`src/rtl/alu_result_stage.sv`:
```
// ALU result stage: 2-entry skid buffer for writeback, flag register and branch condition.
// Optional statistics counters are enabled with `define ALU_RES_STATS_EN.
module alu_result_stage #(
    parameter int DW = 32,
    parameter int RW = 5
) (
    input  logic          clk,
    input  logic          rst,
    input  logic          in_valid,
    output logic          in_ready,
    input  logic [DW-1:0] in_result,
    input  logic [4:0]    in_flags,
    input  logic [RW-1:0] in_rd,
    input  logic          in_we,
    input  logic          in_setflags,
    input  logic          flush,
    output logic          wb_valid,
    input  logic          wb_ready,
    output logic [DW-1:0] wb_data,
    output logic [RW-1:0] wb_rd,
    output logic          wb_we,
    output logic [4:0]    flags_q,
    input  logic [2:0]    cond_sel,
    output logic          cond_true
`ifdef ALU_RES_STATS_EN
    ,
    output logic [31:0]   stat_retired,
    output logic [31:0]   stat_stall
`endif
);

    // state | meaning
    // EMPTY | no entries buffered
    // ONE   | head entry valid
    // TWO   | head and skid entries valid, input stalled
    localparam logic [1:0] S_EMPTY = 2'd0;
    localparam logic [1:0] S_ONE   = 2'd1;
    localparam logic [1:0] S_TWO   = 2'd2;

    logic [1:0]    state;
    logic [DW-1:0] head_data, skid_data;
    logic [RW-1:0] head_rd, skid_rd;
    logic          head_we, skid_we;
    logic          accept, retire, in_we_eff;

    assign in_ready  = (state != S_TWO);
    assign wb_valid  = (state != S_EMPTY);
    assign wb_data   = head_data;
    assign wb_rd     = head_rd;
    assign wb_we     = head_we;

    // An accept coinciding with flush is dropped entirely, flag update included.
    assign accept    = in_valid & in_ready & ~flush;
    assign retire    = wb_valid & wb_ready;
    assign in_we_eff = in_we & (in_rd != '0);

    always_ff @(posedge clk) begin
        if (rst) begin
            state     <= S_EMPTY;
            head_data <= '0;
            head_rd   <= '0;
            head_we   <= 1'b0;
            skid_data <= '0;
            skid_rd   <= '0;
            skid_we   <= 1'b0;
            flags_q   <= '0;
        end else begin
            if (accept && in_setflags)
                flags_q <= in_flags;
            if (flush) begin
                state <= S_EMPTY;
            end else begin
                case (state)
                    S_EMPTY: begin
                        if (accept) begin
                            head_data <= in_result;
                            head_rd   <= in_rd;
                            head_we   <= in_we_eff;
                            state     <= S_ONE;
                        end
                    end
                    S_ONE: begin
                        if (accept && retire) begin
                            head_data <= in_result;
                            head_rd   <= in_rd;
                            head_we   <= in_we_eff;
                        end else if (accept) begin
                            skid_data <= in_result;
                            skid_rd   <= in_rd;
                            skid_we   <= in_we_eff;
                            state     <= S_TWO;
                        end else if (retire) begin
                            state <= S_EMPTY;
                        end
                    end
                    S_TWO: begin
                        if (retire) begin
                            head_data <= skid_data;
                            head_rd   <= skid_rd;
                            head_we   <= skid_we;
                            state     <= S_ONE;
                        end
                    end
                    default: state <= S_EMPTY;
                endcase
            end
        end
    end

    always_comb begin
        cond_true = 1'b1;
        case (cond_sel)
            3'd0: cond_true = 1'b1;
            3'd1: cond_true = flags_q[4];
            3'd2: cond_true = ~flags_q[4];
            3'd3: cond_true = flags_q[1];
            3'd4: cond_true = flags_q[0];
            3'd5: cond_true = ~flags_q[0];
            3'd6: cond_true = ~flags_q[1];
            3'd7: cond_true = flags_q[3];
            default: cond_true = 1'b1;
        endcase
    end

`ifdef ALU_RES_STATS_EN
    // Counters survive flush; only reset clears them.
    always_ff @(posedge clk) begin
        if (rst) begin
            stat_retired <= '0;
            stat_stall   <= '0;
        end else begin
            if (retire)
                stat_retired <= stat_retired + 32'd1;
            if (in_valid && !in_ready)
                stat_stall <= stat_stall + 32'd1;
        end
    end
`endif

endmodule

```
`config.mk`:
```
export PLATFORM = sky130hd
export DESIGN_NAME = alu_result_stage
export DESIGN_NICKNAME = d
export VERILOG_FILES = /design/src/rtl/alu_result_stage.sv
export SDC_FILE = /design/constraint.sdc
export NUM_CORES = 1
export LEC_CHECK = 0
export BUFFER_PORTS_ARGS = -buffer_cell sky130_fd_sc_hd__buf_2
export CAP_MARGIN = 25
export CORE_MARGIN = 10
export CORE_UTILIZATION = 55
export CTS_CLUSTER_DIAMETER = 40
export DETAILED_ROUTE_END_ITERATION = 10
export PLACE_DENSITY = 0.83
export SLEW_MARGIN = 0
export SYNTH_ARGS = -nofsm -noshare
export SYNTH_HDL_FRONTEND = slang
export SYNTH_SLANG_ARGS = --single-unit
```
`constraint.sdc`:
```
create_clock -name clk -period 4.5 [get_ports clk]
set_input_delay 0.675 -clock clk [delete_from_list [all_inputs] [get_ports clk]]
set_output_delay 0.675 -clock clk [all_outputs]
set_load 0.01 [all_outputs]
```
# [Yosys cells after proc, flatten, opt, wreduce, memory -nomap -nowiden]
# Cells that the tools add are included.
[word_totals] regBits=83 latch_bits=0 ramBits=0 mem_bits_ro=0 inputBits=52 output_inout_bits=46 word_cells=62 mem_count=0
[op_classes] add_sub_neg=0 multipliers=0 div_mod_pow=0 magnitude_cmp=0 eq_ne=15 shift=0 muxes=19 n_bitwise=9 n_reduce_logical=11
[ops] cell="2-to-1 mux 32 bit" n=3
[ops] cell="case mux 32 bit (3 select lines)" n=1
[ops] cell="2-to-1 mux 5 bit" n=3
[ops] cell="case mux 5 bit (3 select lines)" n=1
[ops] cell="== test 3 bit (second input constant)" n=4
[ops] cell="2-to-1 mux 2 bit" n=5
[ops] cell="inequality test 2 bit (second input constant)" n=5
[ops] cell="case mux 1 bit (8 select lines)" n=1
[ops] cell="AND reduction 4 bit" n=2
[ops] cell="== test 3 x 2 -> 1 bit (second input constant)" n=2
[ops] cell="case mux 2 bit (3 select lines)" n=1
[ops] cell="NOT 1 bit" n=5
[ops] cell="AND reduction 5 bit" n=1
[ops] cell="nonzero test 5 bit" n=1
[ops] cell="AND 1 bit" n=4
[ops] cell="== test 3 x 1 -> 1 bit (second input constant)" n=1
[ops] cell="zero test 3 bit" n=1
[ops] cell="2-to-1 mux 1 bit" n=3
[ops] cell="inequality test 3 bit (second input constant)" n=1
[ops] cell="case mux 1 bit (3 select lines)" n=1
[ops] cell="nonzero test 3 bit" n=1
[ops] cell="== test 2 x 1 -> 1 bit (second input constant)" n=1
[ops] cell="== test 2 bit (second input constant)" n=1
[ops] cell="logical AND 1 bit" n=2
[ops] cell="3 further kinds" n=3

# [Logic depth before layout (Yosys ltp)]
# Gate-level depths: netlist (run 1).
[logic_depth] depth_word=6 depth_mapped=6 ltp_nobuf=4

# [Worst setup path after synthesis (run 1)]
# No wires, ideal clock.
[synth_path] kind="input port to output port" startpoint="input cond_sel[0]" endpoint="output cond_true" arrival_time_ns=1.220 required_ns=3.825 path_slack_ns=2.605 stages=3 path_buffers=0 path_cell_list="xnor2_1 > a221oi_1 > a41o_1"
[synth_via] elab_chain_len=2 elab_cells_between_ends=9 classes_between="7 x eq/ne; 1 x mux; 1 x reduce/logical"
[synth_lines] element="from (decl)" line_no="23" rtl="input logic [2:0] cond_sel,"
[synth_lines] element="== test 3 bit, or another cell as far along" line_no="112" rtl="case (cond_sel)"
[synth_lines] element="case mux 1 bit (8 select lines) (*)" line_no="112"
[synth_lines] element="to (decl)" line_no="24" rtl="output logic cond_true"
# Every way passes the cells marked *; elsewhere a longest branch is shown, timed or not.

# [Worst setup path in the final report (run 1)]
# Ends and elaborated chain as after synthesis.

==> results of run 1 <==
sequential cells by signal (all words and copies together), names as in the netlist:
| signal | count |
|---|---|
| state | 2 |
| wb_rd | 5 |
| flags_q | 5 |
| wb_data | 32 |
| skid_we | 1 |
| skid_rd | 5 |
| skid_data | 32 |
| wb_we | 1 |
where the power goes:
| group | switching [uW] | internal (uW) |
|---|---|---|
| combinational | 105 | 77.6 |
| sequential | 17.9 | 769 |
| clock | 242 | 337 |
synth_stat cells, drive strengths merged:
master,instances,share of area (%)
dfxtp,83,49
nand2,78,8.7
nor2,47,5.2
mux2i,45,13
a21oi,38,5.7
a211oi,37,8.3
clkbuf,16,1.8
buf,15,2.4
nand2b,5,0.93
nor3,4,0.60
nand3,2,0.30
or2,2,0.37
a21boi,1,0.22
a221oi,1,0.26
a41o,1,0.30
and4b,1,0.30
nand3b,1,0.22
o2111ai,1,0.26
o21a,1,0.22
o22a,1,0.26
o32ai,1,0.48
or3,1,0.19
xnor2,1,0.26
placed cells by master, fill, tap and decap left out, drive strengths merged:
cell type / Yosys / routed
a211oi: 37 / 37
a21boi: 1 / 1
a21oi: 38 / 38
a221oi: 1 / 1
a41o: 1 / 1
and4b: 1 / 1
buf: 15 / 102
bufinv: 0 / 2
clkbuf: 16 / 12
dfxtp: 83 / 83
mux2i: 45 / 45
nand2: 78 / 78
nand2b: 5 / 5
nand3: 2 / 2
nand3b: 1 / 1
nor2: 47 / 47
nor3: 4 / 4
o2111ai: 1 / 1
o21a: 1 / 1
o22a: 1 / 1
o32ai: 1 / 1
or2: 2 / 2
or3: 1 / 1
xnor2: 1 / 1
through the flow:
stage	utilization, %	setup WS (ns)
floorplan	-	2.60
CTS	68.8	2.30
detailed placement	65.2	2.04
finish	68.8	2.28
global route	68.8	2.23
global placement	65.2	2.10
kinds of logic after synthesis:
logic type,synth area share [%]
compound gates,15.9
flops,49.4
buf+inv,4.17
xor+xnor,0.260
mux,13.4
simple gates,16.9
cell type report:
class / instances / area [um^2]
clock buffers: 12 / 155
clock inverters: 2 / 60.1
fillers: 479 / 1850
multi-input cells: 269 / 1580
flip-flops and latches: 83 / 1660
well taps: 75 / 93.8
repair buffers: 102 / 523
path summary, 6_finish.rpt:
check                             startpoint                         end  depth (start not counted)
hold reg to reg   skid_data[21]$_SDFFE_PP0P_  skid_data[21]$_SDFFE_PP0P_                          2
setup reg to reg       state[1]$_SDFFE_PP0P_          wb_we$_SDFFE_PP0P_                          5
hold / removal    skid_data[21]$_SDFFE_PP0P_  skid_data[21]$_SDFFE_PP0P_                          2
setup / recovery                 cond_sel[0]                   cond_true                          5
critical path, stage by stage:
cell and delay, ns:
buf_2 0.13, xnor2_1 0.12, a221oi_1 0.34, a41o_1 0.14
buf_2 0.13
metal layers:
| layer | vias up | GRT usage (%) | share of wire, % |
|---|---|---|---|
| met5 | - | 0 | 0 |
| met4 | 0 | 6.73 | 1.7 |
| met3 | 11 | 5.78 | 7.4 |
| met2 | 77 | 27.7 | 51 |
| met1 | 1335 | 16.9 | 40 |
| li1 | 1479 | - | - |
==> impl_metrics.toml, run 1 <==
[finish]
area_delta_synth_final_pct = 21.1
drive_gt1_share_pct = 25.6
instances_no_fill = 543
stdcell_area_mm2 = 0.00407
antenna_cells = 0
nets = 517

[global_route]
antenna_found_initial = 0
grt_max_degree = 77
grt_pass1_vias = 2879
grt_use_total_pct = 15.9
grt_pass1_wl_um = 13000
overflow = 0

[placement]
gp_congestion = 0.747
place_area_mm2 = 0.00386
placedCellCount = 529
portBuffers = 97
hpwl_um = 5520

[timing]
finalCritPeriodShare_pct = 49.2
slew_viol_final = 0
max_freq_mhz = 451
fin_hold_ws_ns = 0.454
setup_viol = 0
rsz0062_at_grt = "false"
tns_ns = 0
finClkSkew_ns = 0.00583
slew_headroom_pct = 50.6
tightest_slew_ns = 0.738
layout_min_cycle_time_ns = 2.22
hold_viol = 0

[floorplan]
core_mm2 = 0.00592
dieArea_mm2 = 0.00964
start_util_pct = 56.8
die_y_um = 98.2
rows = 28
die_w_um = 98.2
io_pins = 98

[clocking]
cts_resized = 0
post-cts-setup-buffers = 0
htree_levels = 3
insertion_delay_ns = 0.33
cts_buffer_depth = 2
holdBufCountCts = 0
cts_made_buffers = 9
clk_pin_slew_worst_paths_ns = 0.07
root_buffer = "clkbuf_8"
clock_sinks = 83
cts_tree = "done"

[route]
via_per_inst = 5.34
dr_total_vias = 2902
drtIter0Drc = 152
ant_nets = 0
firstDrtPassIters = 4
drc = 0
routedWlPerCell_um = 14.8
wl_um = 8050

[power]
totalPowerFinal_uw = 1550
powerDensity_mw_per_mm2 = 380
irDropWorstVdd_mv = 0.206
leakage_uw = 0.00190

[critical_path]
worstSetupEndpointType = "output port"
reg2reg_slack_ns = 2.51
cp_max_fo = 5
worstSetupPathType = "in -> out"
start_kind = "input port"
arrival_ns = 1.54
cp.required_ns = 3.83

[run]
maxCapViolCount = 0

[hold_path]
min_path_type = "reg -> reg"

[synthesis]
synth_cell_types = 24
ys_ff_latch = 83
synth_area_mm2 = 0.00336
avgSynthCellArea_um2 = 8.78
synth_nets = 435
synthCells = 383
ys_seq_area_share_pct = 49.4
synth_warnings = 0

[outcome]
status = "completed"
(Power assumes the default switching activity.)
==> run 2: changes to the inputs <==
Settings changed: CORE_UTILIZATION 55 to 51, PLACE_DENSITY 0.83 to 0.78.
Clock period 4.5 ns to 2.1 ns, I/O delays scaled along.
==> impl_metrics.toml, run 2 (synthesized netlist as in run 1, its figures left out) <==
[outcome]
status = "completed"

[clocking]
cts_resized = 0
post-cts-setup-buffers = 0
holdBufCountCts = 0
cts_made_buffers = 9
htree_levels = 3
insertion_delay_ns = 0.35
clk_pin_slew_worst_paths_ns = 0.08
cts_tree = "done"
clock_sinks = 83
root_buffer = "clkbuf_8"
cts_buffer_depth = 2

[timing]
slew_headroom_pct = 69.0
tightest_slew_ns = 0.465
max_freq_mhz = 570
hold_viol = 0
layout_min_cycle_time_ns = 1.75
finalCritPeriodShare_pct = 83.5
slew_viol_final = 0
rsz0062_at_grt = "false"
fin_hold_ws_ns = 0.201
setup_viol = 0
tns_ns = 0
finClkSkew_ns = 0.0118

[route]
drc = 0
via_per_inst = 5.30
ant_nets = 0
wl_um = 8180
drtIter0Drc = 82
dr_total_vias = 2915
firstDrtPassIters = 4
routedWlPerCell_um = 14.9

[critical_path]
arrival_ns = 1.44
cp_max_fo = 5
worstSetupPathType = "reg -> out"
cp.required_ns = 1.78
start_kind = "register"
worstSetupEndpointType = "output port"

[global_route]
grt_use_met3_pct = 6.19
grt_use_total_pct = 16.2
overflow = 0
grt_max_degree = 84
met1_usage_pct = 17.7
antenna_found_initial = 0
grt_util_met2_pct = 28.6
grt_pass1_vias = 2989
grt_pass1_wl_um = 13700
grt_busiest_layer = "met2"

[finish]
final_common_cell = "buf_2"
area_delta_synth_final_pct = 22.0
nets = 520
final_cell_mix = "97 x buf_2, 83 x dfxtp_1, 78 x nand2_1"
drive_gt1_share_pct = 26.4
fill_cells = 567
antenna_cells = 0

[power]
irDropWorstVdd_mv = 0.624
powerDensity_mw_per_mm2 = 781
leakage_uw = 0.00190

[floorplan]
die_w_um = 101
dieArea_mm2 = 0.0102
core_mm2 = 0.00639
die_y_um = 101
io_pins = 98
rows = 29
start_util_pct = 52.7

[placement]
hpwl_um = 5610
portBuffers = 97
gp_congestion = 0.772

[run]
maxCapViolCount = 0

[hold_path]
min_path_type = "in -> reg"
[run 2: worst paths after layout]
| path | start | endpoint | slack [ns] | depth (start not counted) |
|---|---|---|---|---|
| min reg2reg | skid_data[11]$_SDFFE_PP0P_ | skid_data[11]$_SDFFE_PP0P_ | 0.46 | 2 |
| max reg2reg | state[1]$_SDFFE_PP0P_ | wb_rd[3]$_SDFFE_PP0P_ | 0.42 | 5 |
| min | in_flags[2] | flags_q[2]$_SDFFE_PP0P_ | 0.20 | 3 |
| max | flags_q[1]$_SDFFE_PP0P_ | cond_true | 0.35 | 4 |
[run 2: final cells by class]
| type | count | area, um^2 | area share, % |
|---|---|---|---|
| well taps | 77 | 96.3 | 2.35 |
| clock inverters | 6 | 66.3 | 1.62 |
| multi-input cells | 269 | 1580 | 38.5 |
| flip-flops and latches | 83 | 1660 | 40.5 |
| clock buffers | 10 | 128 | 3.11 |
| repair buffers | 105 | 571 | 13.9 |
[run 2: critical path: stages (launching register included)]
cell and delay, ns:
dfxtp_1 0.41, mux2i_1 0.23, nand2_1 0.08, a41o_1 0.23, buf_2 0.14
[run 2: metrics by stage]
step / power [uW] / cell area, um^2 / setup WS [ns] / util [%] / instances
floorplan: 1940 / 3360 / 0.664 / - / 383
global placement: 2110 / 3910 / 0.510 / 61.2 / 534
detailed placement: 2120 / 3910 / 0.426 / 61.2 / 534
CTS: 3240 / 4100 / 0.332 / 64.2 / 550
global route: 3350 / 4100 / 0.216 / 64.2 / 550
finish: 3200 / 4100 / 0.346 / 64.2 / 550
[run 2: report_power, final]
| part | internal (uW) | switching, uW | leakage [uW] |
|---|---|---|---|
| Combinational | 173 | 223 | 0.00113 |
| Clock | 549 | 573 | 0.0000885 |
| Sequential | 1650 | 38.7 | 0.000678 |
| Total | 2370 | 835 | 0.00190 |
[run 2: routing by layer]
metal	vias up	share of wire, %
met5	-	0
met4	0	1.2
met3	12	6.3
met2	72	52
met1	1337	41
li1	1494	-
